`config.mk`:
```
export PLATFORM = sky130hd
export DESIGN_NAME = multicycle_ctrl
export DESIGN_NICKNAME = d
export VERILOG_FILES = /design/src/rtl/multicycle_ctrl.sv
export SDC_FILE = /design/constraint.sdc
export NUM_CORES = 1
export LEC_CHECK = 0
export CORE_UTILIZATION = 47
export DETAILED_ROUTE_END_ITERATION = 8
export PLACE_DENSITY = 0.88
export SKIP_CTS_REPAIR_TIMING = 1
export SLEW_MARGIN = 30
export SYNTH_ARGS = -nofsm -noshare
export SYNTH_HDL_FRONTEND = slang
export SYNTH_SLANG_ARGS = --single-unit
```
`constraint.sdc`:
```
create_clock -name clk -period 3.03 [get_ports clk]
set_clock_uncertainty 0.1 [all_clocks]
set_input_delay 0.606 -clock clk [delete_from_list [all_inputs] [get_ports clk]]
set_output_delay 0.606 -clock clk [all_outputs]
set_load 0.02 [all_outputs]
```
`src/rtl/multicycle_ctrl.sv`:
```
// Multicycle sequencer for the MIPS-subset datapath.
// A Moore FSM steps each instruction through fetch/decode/execute/memory/writeback.
// It handshakes with a variable-latency memory, with a bounded wait, and counts
// retired instructions. ir_write/pc_write in FETCH and pc_write in BRANCH also
// depend on the current inputs.
module multicycle_ctrl #(
    parameter int MEM_WAIT_MAX = 15,
    parameter int CNT_W        = 16
) (
    input  logic             clk,
    input  logic             reset,
    input  logic [31:0]      ins,
    input  logic             mem_ready,
    input  logic             bleu_taken,
    output logic             mem_read,
    output logic             mem_write,
    output logic             ir_write,
    output logic             pc_write,
    output logic [1:0]       pc_src,
    output logic             reg_write,
    output logic             reg_dst,
    output logic             link,
    output logic             mem_to_reg,
    output logic             alu_src,
    output logic [2:0]       alu_op,
    output logic [3:0]       state,
    output logic             fault,
    output logic [CNT_W-1:0] instr_count
);

    typedef enum logic [3:0] {
        FETCH    = 4'd0,
        DECODE   = 4'd1,
        EXEC     = 4'd2,
        ALU_WB   = 4'd3,
        MEM_ADDR = 4'd4,
        MEM_RD   = 4'd5,
        MEM_WB   = 4'd6,
        MEM_WR   = 4'd7,
        BRANCH   = 4'd8,
        JUMP     = 4'd9,
        FAULT    = 4'd15
    } state_e;

    localparam logic [5:0] OP_AND  = 6'b100000;
    localparam logic [5:0] OP_NOR  = 6'b100110;
    localparam logic [5:0] OP_NORI = 6'b001110;
    localparam logic [5:0] OP_NOT  = 6'b000100;
    localparam logic [5:0] OP_ROLV = 6'b000000;
    localparam logic [5:0] OP_RORV = 6'b000010;
    localparam logic [5:0] OP_LW   = 6'b100011;
    localparam logic [5:0] OP_SW   = 6'b101011;
    localparam logic [5:0] OP_BLEU = 6'b010000;
    localparam logic [5:0] OP_JR   = 6'b001000;
    localparam logic [5:0] OP_JAL  = 6'b000011;

    // The wait counter only needs to reach MEM_WAIT_MAX.
    localparam int             WAIT_W   = (MEM_WAIT_MAX < 2) ? 1 : $clog2(MEM_WAIT_MAX + 1);
    localparam logic [WAIT_W-1:0] WAIT_LIM = WAIT_W'(MEM_WAIT_MAX);

    state_e             state_q, state_d;
    logic [WAIT_W-1:0]  wait_cnt_q, wait_cnt_d;
    logic [CNT_W-1:0]   instr_count_q, instr_count_d;
    logic [5:0]         opcode;
    logic               is_nori;
    logic               mem_wait;
    logic               retire;
    logic               unused_ins_bits;

    assign opcode          = ins[31:26];
    assign is_nori         = (opcode == OP_NORI);
    assign unused_ins_bits = ^ins[25:0];
    assign state           = state_q;
    assign instr_count     = instr_count_q;

    // State register, memory wait counter and retired-instruction counter.
    always_ff @(posedge clk) begin
        // NOTE: non-blocking assignments keep every flop sampling pre-edge values.
        if (reset) begin
            state_q       <= FETCH;
            wait_cnt_q    <= '0;
            instr_count_q <= '0;
        end else begin
            state_q       <= state_d;
            wait_cnt_q    <= wait_cnt_d;
            instr_count_q <= instr_count_d;
        end
    end

    // Next-state, datapath controls, timeout and retire decode.
    always_comb begin
        // NOTE: every output gets a default first so no path leaves a latch behind.
        state_d       = state_q;
        wait_cnt_d    = wait_cnt_q;
        instr_count_d = instr_count_q;
        mem_wait      = 1'b0;
        retire        = 1'b0;
        mem_read      = 1'b0;
        mem_write     = 1'b0;
        ir_write      = 1'b0;
        pc_write      = 1'b0;
        pc_src        = 2'd0;
        reg_write     = 1'b0;
        reg_dst       = 1'b0;
        link          = 1'b0;
        mem_to_reg    = 1'b0;
        alu_src       = 1'b0;
        alu_op        = 3'd0;
        fault         = 1'b0;

        case (state_q)
            FETCH: begin
                mem_read = 1'b1;
                if (mem_ready) begin
                    ir_write = 1'b1;
                    pc_write = 1'b1;
                    state_d  = DECODE;
                end else begin
                    mem_wait = 1'b1;
                end
            end
            DECODE: begin
                case (opcode)
                    OP_AND, OP_NOR, OP_NORI,
                    OP_NOT, OP_ROLV, OP_RORV: state_d = EXEC;
                    OP_LW, OP_SW:             state_d = MEM_ADDR;
                    OP_BLEU:                  state_d = BRANCH;
                    OP_JR, OP_JAL:            state_d = JUMP;
                    default:                  state_d = FAULT;
                endcase
            end
            EXEC: begin
                case (opcode)
                    OP_NOR, OP_NORI, OP_NOT: alu_op = 3'd1;
                    OP_ROLV:                 alu_op = 3'd2;
                    OP_RORV:                 alu_op = 3'd3;
                    default:                 alu_op = 3'd0;
                endcase
                alu_src = is_nori;
                state_d = ALU_WB;
            end
            ALU_WB: begin
                reg_write = 1'b1;
                reg_dst   = !is_nori;
                retire    = 1'b1;
                state_d   = FETCH;
            end
            MEM_ADDR: begin
                alu_op  = 3'd4;
                alu_src = 1'b1;
                state_d = (opcode == OP_LW) ? MEM_RD : MEM_WR;
            end
            MEM_RD: begin
                mem_read = 1'b1;
                if (mem_ready) state_d = MEM_WB;
                else           mem_wait = 1'b1;
            end
            MEM_WB: begin
                reg_write  = 1'b1;
                mem_to_reg = 1'b1;
                retire     = 1'b1;
                state_d    = FETCH;
            end
            MEM_WR: begin
                mem_write = 1'b1;
                if (mem_ready) begin
                    retire  = 1'b1;
                    state_d = FETCH;
                end else begin
                    mem_wait = 1'b1;
                end
            end
            BRANCH: begin
                alu_op   = 3'd5;
                pc_src   = 2'd1;
                pc_write = bleu_taken;
                retire   = 1'b1;
                state_d  = FETCH;
            end
            JUMP: begin
                pc_write = 1'b1;
                if (opcode == OP_JAL) begin
                    pc_src    = 2'd3;
                    reg_write = 1'b1;
                    link      = 1'b1;
                end else begin
                    pc_src = 2'd2;
                end
                retire  = 1'b1;
                state_d = FETCH;
            end
            FAULT: begin
                fault = 1'b1;
            end
            default: begin
                state_d = FAULT;
            end
        endcase

        // Memory timeout: a mem_ready on the limit cycle still completes normally.
        if (mem_wait && (MEM_WAIT_MAX != 0) && (wait_cnt_q == WAIT_LIM)) begin
            state_d = FAULT;
        end

        // Every state change restarts the wait count, which covers entry to each wait state.
        if (state_d != state_q) wait_cnt_d = '0;
        else if (mem_wait)      wait_cnt_d = wait_cnt_q + 1'b1;

        if (retire) instr_count_d = instr_count_q + 1'b1;
    end

endmodule

```
---- Yosys cells after proc, flatten, opt, wreduce, memory -nomap -nowiden ----
Cells that the tools add are included.
word-level totals
  bits in registers ....................... 24
  input port bits ......................... 36
  output and inout bits ................... 35
  word-level logic and storage cells ...... 66
cells by class
  $add $sub $neg .......................... 2
  equal/unequal tests ..................... 22
  multiplexer cells ....................... 26
  reduce and logical (&&, ||, !) cells .... 13
operators with widths
  cell                                                              count
  4-bit case mux with 8 select lines                                1
  6-bit == test (second input constant)                             4
  16-bit by 1-bit adder with 16-bit output (second input constant)  1
  4-bit by 3-bit == test with 1-bit output (second input constant)  4
  4-bit == test (second input constant)                             4
  4-bit 2-to-1 mux                                                  4
  4-bit case mux with 4 select lines                                1
  6-bit by 2-bit == test with 1-bit output (second input constant)  2
  6-bit by 4-bit == test with 1-bit output (second input constant)  2
  1-bit 2-to-1 mux                                                  12
  2-bit OR reduction                                                5
  3-bit case mux with 3 select lines                                1
  4-bit by 2-bit == test with 1-bit output (second input constant)  2
  6-bit by 3-bit == test with 1-bit output (second input constant)  1
  6-bit by 5-bit == test with 1-bit output (second input constant)  1
  6-bit zero test                                                   1
  1-bit case mux with 2 select lines                                3
  2-bit case mux with 3 select lines                                1
  3-bit OR reduction                                                2
  6-bit OR reduction                                                1
  4-bit by 1-bit adder with 4-bit output (second input constant)    1
  4-bit by 1-bit == test with 1-bit output (second input constant)  1
  4-bit zero test                                                   1
  4-bit != test                                                     1
  other kinds (6)                                                   6

---- Depth between registers and ports, before layout ----
Gate-level depths: netlist of run 1.
  word-level depth ........................ 7
  gate-level depth with buffers ........... 8

---- Least setup slack after synthesis of run 1 ----
OpenSTA, ideal clock, no wires.
  kind .................................... input port to output port
  from .................................... input ins[28]
  to ...................................... output alu_op[0]
  data arrival time ....................... 1.952 ns
  path slack .............................. 0.372 ns
  stages on the path ...................... 5
  buffers on the path ..................... 1
  cell sequence ........................... clkbuf_1 -> nor4b_1 -> a21oi_1 -> or4_1 -> a21oi_1
on the way
  longest elaborated chain between the ends .. 4
  elaborated cells on any way between the ends .. 8
ends and longest elaborated chain
  what                                                                    line  source
  from (decl)                                                             12    input logic [31:0] ins,
  6-bit by 4-bit == test with 1-bit output, or another cell as far along  133   case (opcode)
  3-bit OR reduction                                                      133
  2-bit case mux with 3 select lines (*)                                  133
  3-bit case mux with 3 select lines (*)                                  111   case (state_q)
  to (decl)                                                               25    output logic [2:0] alu_op,
Mark *: on every way between the ends. The rest lies on a longest branch, timed or not.

---- Final worst setup path of run 1 ----
  from .................................... input ins[31]
  to ...................................... output alu_op[0]
Same word-level chain as after synthesis.

==> results of run 1 <==
==> worst min-delay path, cell delays in order (launching register included) <==
cell,delay (ns)
dfxtp_1,0.33
o21ai_0,0.07
a21oi_1,0.06
==> metrics by stage <==
stage | hold WS, ns | total power, mW | util | area, µm²
3_3_place_gp | 0.379 | 1.27 | 0.663 | 2280
4_1_cts | 0.410 | 1.56 | 0.683 | 2350
3_5_place_dp | 0.390 | 1.29 | 0.663 | 2280
5_1_grt | 0.441 | 1.65 | 0.690 | 2380
6_report | 0.401 | 1.56 | 0.690 | 2380
2_1_floorplan | 0.416 | 1.01 | - | 1730
==> flip-flops by register name (all words and copies together) (netlist names) <==
signal	flops
state	4
instr_count	16
wait_cnt_q	4
==> layout by cell type, fill, tap and decap left out, drive strengths merged, types with 2 or more instances in the layout <==
cell type	n
o22ai	2
or3	6
o31ai	10
nand2b	8
buf	19
ha	2
nand3b	2
a21o	2
mux2i	4
inv	4
o311ai	2
a211oi	6
clkdlybuf4s50	36
clkbuf	4
nor4	2
and3	4
nor4b	4
dfxtp	24
nand2	16
nor3	7
a21oi	20
nand3	13
and2	2
nor2b	4
nand4	3
nor2	12
o21ai	12
dlymetal6s2s	7
xor2	8
a31oi	2
or4	10
==> logic make-up (layout without fill, tap and decap cells) <==
kind of cell	count (synthesis)	in the layout
XOR/XNOR	9	9
adder cells (fa/ha/maj)	2	2
AO/OA/AOI/OAI	67	67
flip-flops	24	24
buffers and inverters	23	71
AND/OR/NAND/NOR	97	97
multiplexers	4	4
==> cell type report <==
class | instances | area [µm²] | area share
clock buffer | 3 | 41.3 | 0.0174
clock inverter | 1 | 30.0 | 0.0126
inverter | 4 | 15.0 | 0.00632
multi-input combinational | 179 | 1160 | 0.487
sequential | 24 | 480 | 0.202
tap | 46 | 57.6 | 0.0242
timing repair buffer | 63 | 596 | 0.251
==> per-layer routing <==
metal,global-route usage,up-vias,share of wire,wire (µm)
met5,0,-,0,0
met2,0.409,52,0.50,2170
met3,0.0182,6,0.036,158
met1,0.267,873,0.45,1980
met4,0.0581,0,0.014,59
li1,-,950,-,-
==> worst min-delay path by stage <==
stage                     from              end  slack (ns)  depth (start not counted)
6_report        instr_count[3]   instr_count[3]        0.40                          2
5_1_grt        instr_count[12]  instr_count[12]        0.44                          2
4_1_cts         instr_count[3]   instr_count[3]        0.41                          2
3_5_place_dp   instr_count[15]  instr_count[15]        0.39                          2
3_3_place_gp   instr_count[15]  instr_count[15]        0.38                          2
2_1_floorplan    wait_cnt_q[3]    wait_cnt_q[3]        0.42                          3
==> power by group through the flow <==
stage	sequential, mW	clock (mW)	combinational [mW]
after floorplan	0.426	0	0.579
after global placement	0.425	0	0.843
after detailed placement	0.427	0	0.860
after CTS	0.420	0.278	0.863
after global routing	0.432	0.293	0.927
final	0.421	0.273	0.862
==> results.sh, run 1 <==
export IMPL_outcome="completed"
export IMPL_crit_path_end="alu_op[0]"
export IMPL_place_inst=316
export IMPL_die_w_um=62.7
export IMPL_synth_top_family_by_area="simple AND/OR/NAND/NOR gates"
export IMPL_cp_num_cells=7
export IMPL_synthFlopType="dfxtp_1"
export IMPL_fin_crit_ns=2.98
export IMPL_synth_cell_types=51
export IMPL_htree_levels=1
export IMPL_r2r_cells=5
export IMPL_area_delta_synth_final_pct=37.1
export IMPL_fin_cells=320
export IMPL_r2r_start="state[2]"
export IMPL_grt_ovfl_total=0
export IMPL_clkPwrFrac=0.175
export IMPL_drtPass1Iterations=4
export IMPL_cp_start_kind="input port"
export IMPL_ir_drop_mv=0.332
export IMPL_drive_above_1_share=0.113
export IMPL_relSlewSlack=0.429
export IMPL_setup_tns_final_ns=0
export IMPL_p_int_mw=0.909
export IMPL_required_ns=2.32
export IMPL_finalMaxSlewViolations=0
export IMPL_clock_latency_ns=0.26
export IMPL_maxCapViolations=0
export IMPL_start_util=0.503
export IMPL_finalCritPeriodShare=0.983
export IMPL_synth_area_mux_share=0.0231
export IMPL_worst_slack_ns=0.0529
export IMPL_crit_buf_inv=2
export IMPL_synthSimpleGateAreaFrac=0.319
export IMPL_antenna_found_initial=0
export IMPL_synthCells=226
export IMPL_grt_pass1_vias=1675
export IMPL_critical_path_top_delay_family="buffers and inverters"
export IMPL_avgViaCountPerCell=5.88
export IMPL_synth_xor_area_frac=0.0455
export IMPL_drtAntennaViolNets=0
export IMPL_power_density_mw_per_mm2=655
export IMPL_fin_nets=313
export IMPL_switching_share=0.416
export IMPL_grtUsageTotal=0.219
export IMPL_reg2reg_slack_ns=0.62
export IMPL_max_freq_ghz=0.336
export IMPL_max_stage_delay_ns=0.50
export IMPL_synth_most_common_cell="dfxtp_1"
export IMPL_r2r_end="instr_count[15]"
export IMPL_grt_pass1_wl_um=7190
export IMPL_cts_sinks=24
export IMPL_clock_path_buffers=2
export IMPL_synth_common_cells="dfxtp_1, a21oi_1, nand2_1"
export IMPL_syn_area_per_cell_um2=7.67
export IMPL_via_count=1881
export IMPL_grt_max_degree=28
export IMPL_wl_per_cell_um=13.7
export IMPL_synth_top_cell_area_share=0.277
export IMPL_power_net_switching_mw=0.646
export IMPL_portBuffers=44
export IMPL_cts_made_buffers=3
export IMPL_synthTopCellsByArea="dfxtp_1, a21oi_1, o31ai_1, or4_1, xor2_1"
export IMPL_gp_congestion=0.845
export IMPL_synth_compound_area_frac=0.258
export IMPL_setup_violations=0
export IMPL_core_area_mm2=0.00344
export IMPL_remaining_drc_errors=0
export IMPL_ctsRootBufferMaster="clkbuf_8"
export IMPL_worstSetupEndpointType="output pin"
export IMPL_dr_first_iter_drc_count=89
export IMPL_yosysWarnings=0
export IMPL_p_comb_frac=0.554
export IMPL_yosysSeqAreaShare=0.277
export IMPL_critPathMaxFanout=4
export IMPL_totalWireLength_um=4370
export IMPL_n_fill_cell=273
export IMPL_hold_path_class="flip-flop to flip-flop"
export IMPL_cp_startpoint="ins[31]"
export IMPL_fp_dieArea_mm2=0.00393
export IMPL_synthAdderAreaFrac=0.0144
export IMPL_clk_pin_slew_ns=0.08
export IMPL_leakage_nw=0.919
export IMPL_rsz0062_at_grt="yes"
export IMPL_netlist_area_mm2=0.00173
export IMPL_async_reset_ff_frac=0
export IMPL_tightest_slew_ns=0.856
export IMPL_tritoncts="built"
export IMPL_io_pins=71
export IMPL_dp_slack_ns=-0.353
export IMPL_crit_type="input port to output pin"
export IMPL_yosys_area_top_type="dfxtp_1"
export IMPL_hold_violations=0
export IMPL_crit_arrival_ns=2.27
export IMPL_syn_nets=264
export IMPL_rows=21
export IMPL_crit_slowest_cell="clkdlybuf4s50_1"
export IMPL_n_antenna_cell=0
export IMPL_synth_enable_flop_cells=0
export IMPL_crit_top_cell="a21oi_1"
export IMPL_p_seq_frac=0.271
export IMPL_cp_cell_sequence="clkdlybuf4s50_1 > xor2_1 > o21ai_1 > a21oi_1 > or4_1 > a21oi_1 > clkbuf_2"
export IMPL_chipHeight_um=62.7
export IMPL_place_hpwl_um=3050
export IMPL_ys_ff_latch=24
No activity file was read; power rests on OpenSTA's default activity.
==> inputs of run 2 (changes only) <==
--- a/config.mk
+++ b/config.mk
@@ -5,6 +5,8 @@
 export SDC_FILE = /design/constraint.sdc
 export NUM_CORES = 1
 export LEC_CHECK = 0
+export CAP_MARGIN = 25
+export CORE_MARGIN = 4
 export CORE_UTILIZATION = 47
 export DETAILED_ROUTE_END_ITERATION = 8
 export PLACE_DENSITY = 0.88
==> constraint.sdc (replaced) <==
create_clock -name clk -period 3.72 [get_ports clk]
set_clock_uncertainty 0.1 [all_clocks]
set_input_delay 0.744 -clock clk [delete_from_list [all_inputs] [get_ports clk]]
set_output_delay 0.744 -clock clk [all_outputs]
set_load 0.02 [all_outputs]
==> run 2 against run 1 <==
Sequential share of layout area increased by 0.81 points. Count of clock-buffer cells in the layout unchanged. Combinational power decreased by 21%. Cell area decreased by 3.8%. Critical path type unchanged. Critical endpoint is now reg_write. Highest routed layer unchanged.
==> results.sh, run 2 (same netlist as run 1, synthesis figures left out) <==
export IMPL_outcome="completed"
export IMPL_crit_top_cell="clkdlybuf4s50_1"
export IMPL_critPathMaxFanout=9
export IMPL_n_antenna_cell=0
export IMPL_relSlewSlack=0.411
export IMPL_place_hpwl_um=3030
export IMPL_maxCapViolations=0
export IMPL_cp_start_kind="input port"
export IMPL_rows=21
export IMPL_finalCritPeriodShare=0.942
export IMPL_r2r_start="state[0]"
export IMPL_final_common_cell="clkdlybuf4s50_1"
export IMPL_required_ns=2.88
export IMPL_fin_nets=303
export IMPL_top_usage_layer="met2"
export IMPL_area_delta_synth_final_pct=31.8
export IMPL_hold_violations=0
export IMPL_drtAntennaViolNets=0
export IMPL_antenna_found_initial=0
export IMPL_place_inst=306
export IMPL_core_area_mm2=0.00344
export IMPL_setup_tns_final_ns=0
export IMPL_final_cell_mix="clkdlybuf4s50_1, dfxtp_1, a21oi_1, nand2_1, nand3_1"
export IMPL_dr_first_iter_drc_count=104
export IMPL_use_met3=0.0259
export IMPL_power_density_mw_per_mm2=546
export IMPL_worstSetupEndpointType="output pin"
export IMPL_via_count=1822
export IMPL_wl_per_cell_um=13.7
export IMPL_fin_crit_ns=3.50
export IMPL_portBuffers=44
export IMPL_rsz0062_at_grt="no"
export IMPL_use_met2=0.302
export IMPL_grt_ovfl_total=0
export IMPL_tightest_slew_ns=0.884
export IMPL_p_int_mw=0.723
export IMPL_remaining_drc_errors=0
export IMPL_p_comb_frac=0.550
export IMPL_crit_arrival_ns=2.66
export IMPL_grt_pass1_vias=1632
export IMPL_max_stage_delay_ns=0.62
export IMPL_cts_sinks=24
export IMPL_drtPass1Iterations=6
export IMPL_cp_cell_sequence="clkdlybuf4s50_1 > and3b_1 > nand2_1 > o21a_1 > o22ai_1 > clkdlybuf4s50_1"
export IMPL_crit_type="input port to output pin"
export IMPL_cp_startpoint="ins[30]"
export IMPL_clock_latency_ns=0.27
export IMPL_worst_slack_ns=0.217
export IMPL_cts_made_buffers=3
export IMPL_fp_dieArea_mm2=0.00472
export IMPL_hold_start="instr_count[3]"
export IMPL_clock_path_buffers=2
export IMPL_chipHeight_um=68.7
export IMPL_leakage_nw=0.770
export IMPL_tritoncts="built"
export IMPL_grtUsageTotal=0.194
export IMPL_die_w_um=68.7
export IMPL_gp_congestion=0.793
export IMPL_io_pins=71
export IMPL_setup_violations=0
export IMPL_largest_reg_flops=16
export IMPL_grt_max_degree=31
export IMPL_start_util=0.503
export IMPL_power_net_switching_mw=0.524
export IMPL_crit_slowest_cell="clkdlybuf4s50_1"
export IMPL_drive_above_1_share=0.0720
export IMPL_switching_share=0.420
export IMPL_clkPwrFrac=0.182
export IMPL_hold_path_class="flip-flop to flip-flop"
export IMPL_totalWireLength_um=4250
export IMPL_dp_slack_ns=0.106
export IMPL_ctsRootBufferMaster="clkbuf_8"
export IMPL_grt_pass1_wl_um=7200
export IMPL_ir_drop_mv=0.302
export IMPL_finalMaxSlewViolations=0
export IMPL_htree_levels=1
export IMPL_fin_cells=310
export IMPL_p_seq_frac=0.268
export IMPL_grt_use_met1=0.274
export IMPL_clk_pin_slew_ns=0.08
export IMPL_max_freq_ghz=0.285
export IMPL_avgViaCountPerCell=5.88
-- run 2: cell types whose count changed in the layout (fill, tap and decap cells not counted) --
cell	delta
buf_4	-10
clkbuf_2	-1
clkdlybuf4s50_1	+7
dlymetal6s2s_1	-6
nor4b_1	+1
nor4b_2	-1
-- run 2: final cells by class --
cell class,count,area (µm²)
Timing Repair Buffer,53,510
Tap cell,46,57.6
Clock buffer,3,41.3
Sequential cell,24,480
Fill cell,297,1160
Multi-Input combinational cell,179,1150
Clock inverter,1,30.0
Inverter,4,15.0
-- run 2: metal layers --
layer | share of wire | routed length, µm
met1 | 0.48 | 2040
met2 | 0.45 | 1930
met3 | 0.050 | 211
met4 | 0.015 | 65
met5 | 0 | 0
-- run 2: per-stage QoR --
| stage | instance area (µm²) | hold slack, ns | util | power, mW |
|---|---|---|---|---|
| floorplan | 1730 | 0.416 | - | 0.819 |
| global placement | 2210 | 0.379 | 0.641 | 1.01 |
| detailed placement | 2210 | 0.391 | 0.641 | 1.02 |
| CTS | 2280 | 0.411 | 0.662 | 1.25 |
| global route | 2280 | 0.444 | 0.664 | 1.33 |
| finish | 2280 | 0.414 | 0.664 | 1.25 |
-- run 2: power groups by stage --
stage / sequential, mW / clock, mW / combinational (mW)
2_1_floorplan: 0.347 / 0 / 0.472
3_3_place_gp: 0.339 / 0 / 0.672
3_5_place_dp: 0.340 / 0 / 0.684
4_1_cts: 0.334 / 0.231 / 0.685
5_1_grt: 0.342 / 0.235 / 0.754
6_report: 0.334 / 0.227 / 0.685
-- run 2: worst max-delay path, delay by kind of cell --
family / cells / cell delay [ns]
AND/OR/NAND/NOR: 2 / 0.43
AO/OA/AOI/OAI: 2 / 0.30
buffers and inverters: 2 / 1.19
-- run 2: path summary, 6_finish.rpt --
kind	cells after the start	end	slack [ns]
max	6	reg_write	0.22
min reg2reg	2	instr_count[3]	0.41
max reg2reg	4	instr_count[10]	1.34
min	2	instr_count[3]	0.41
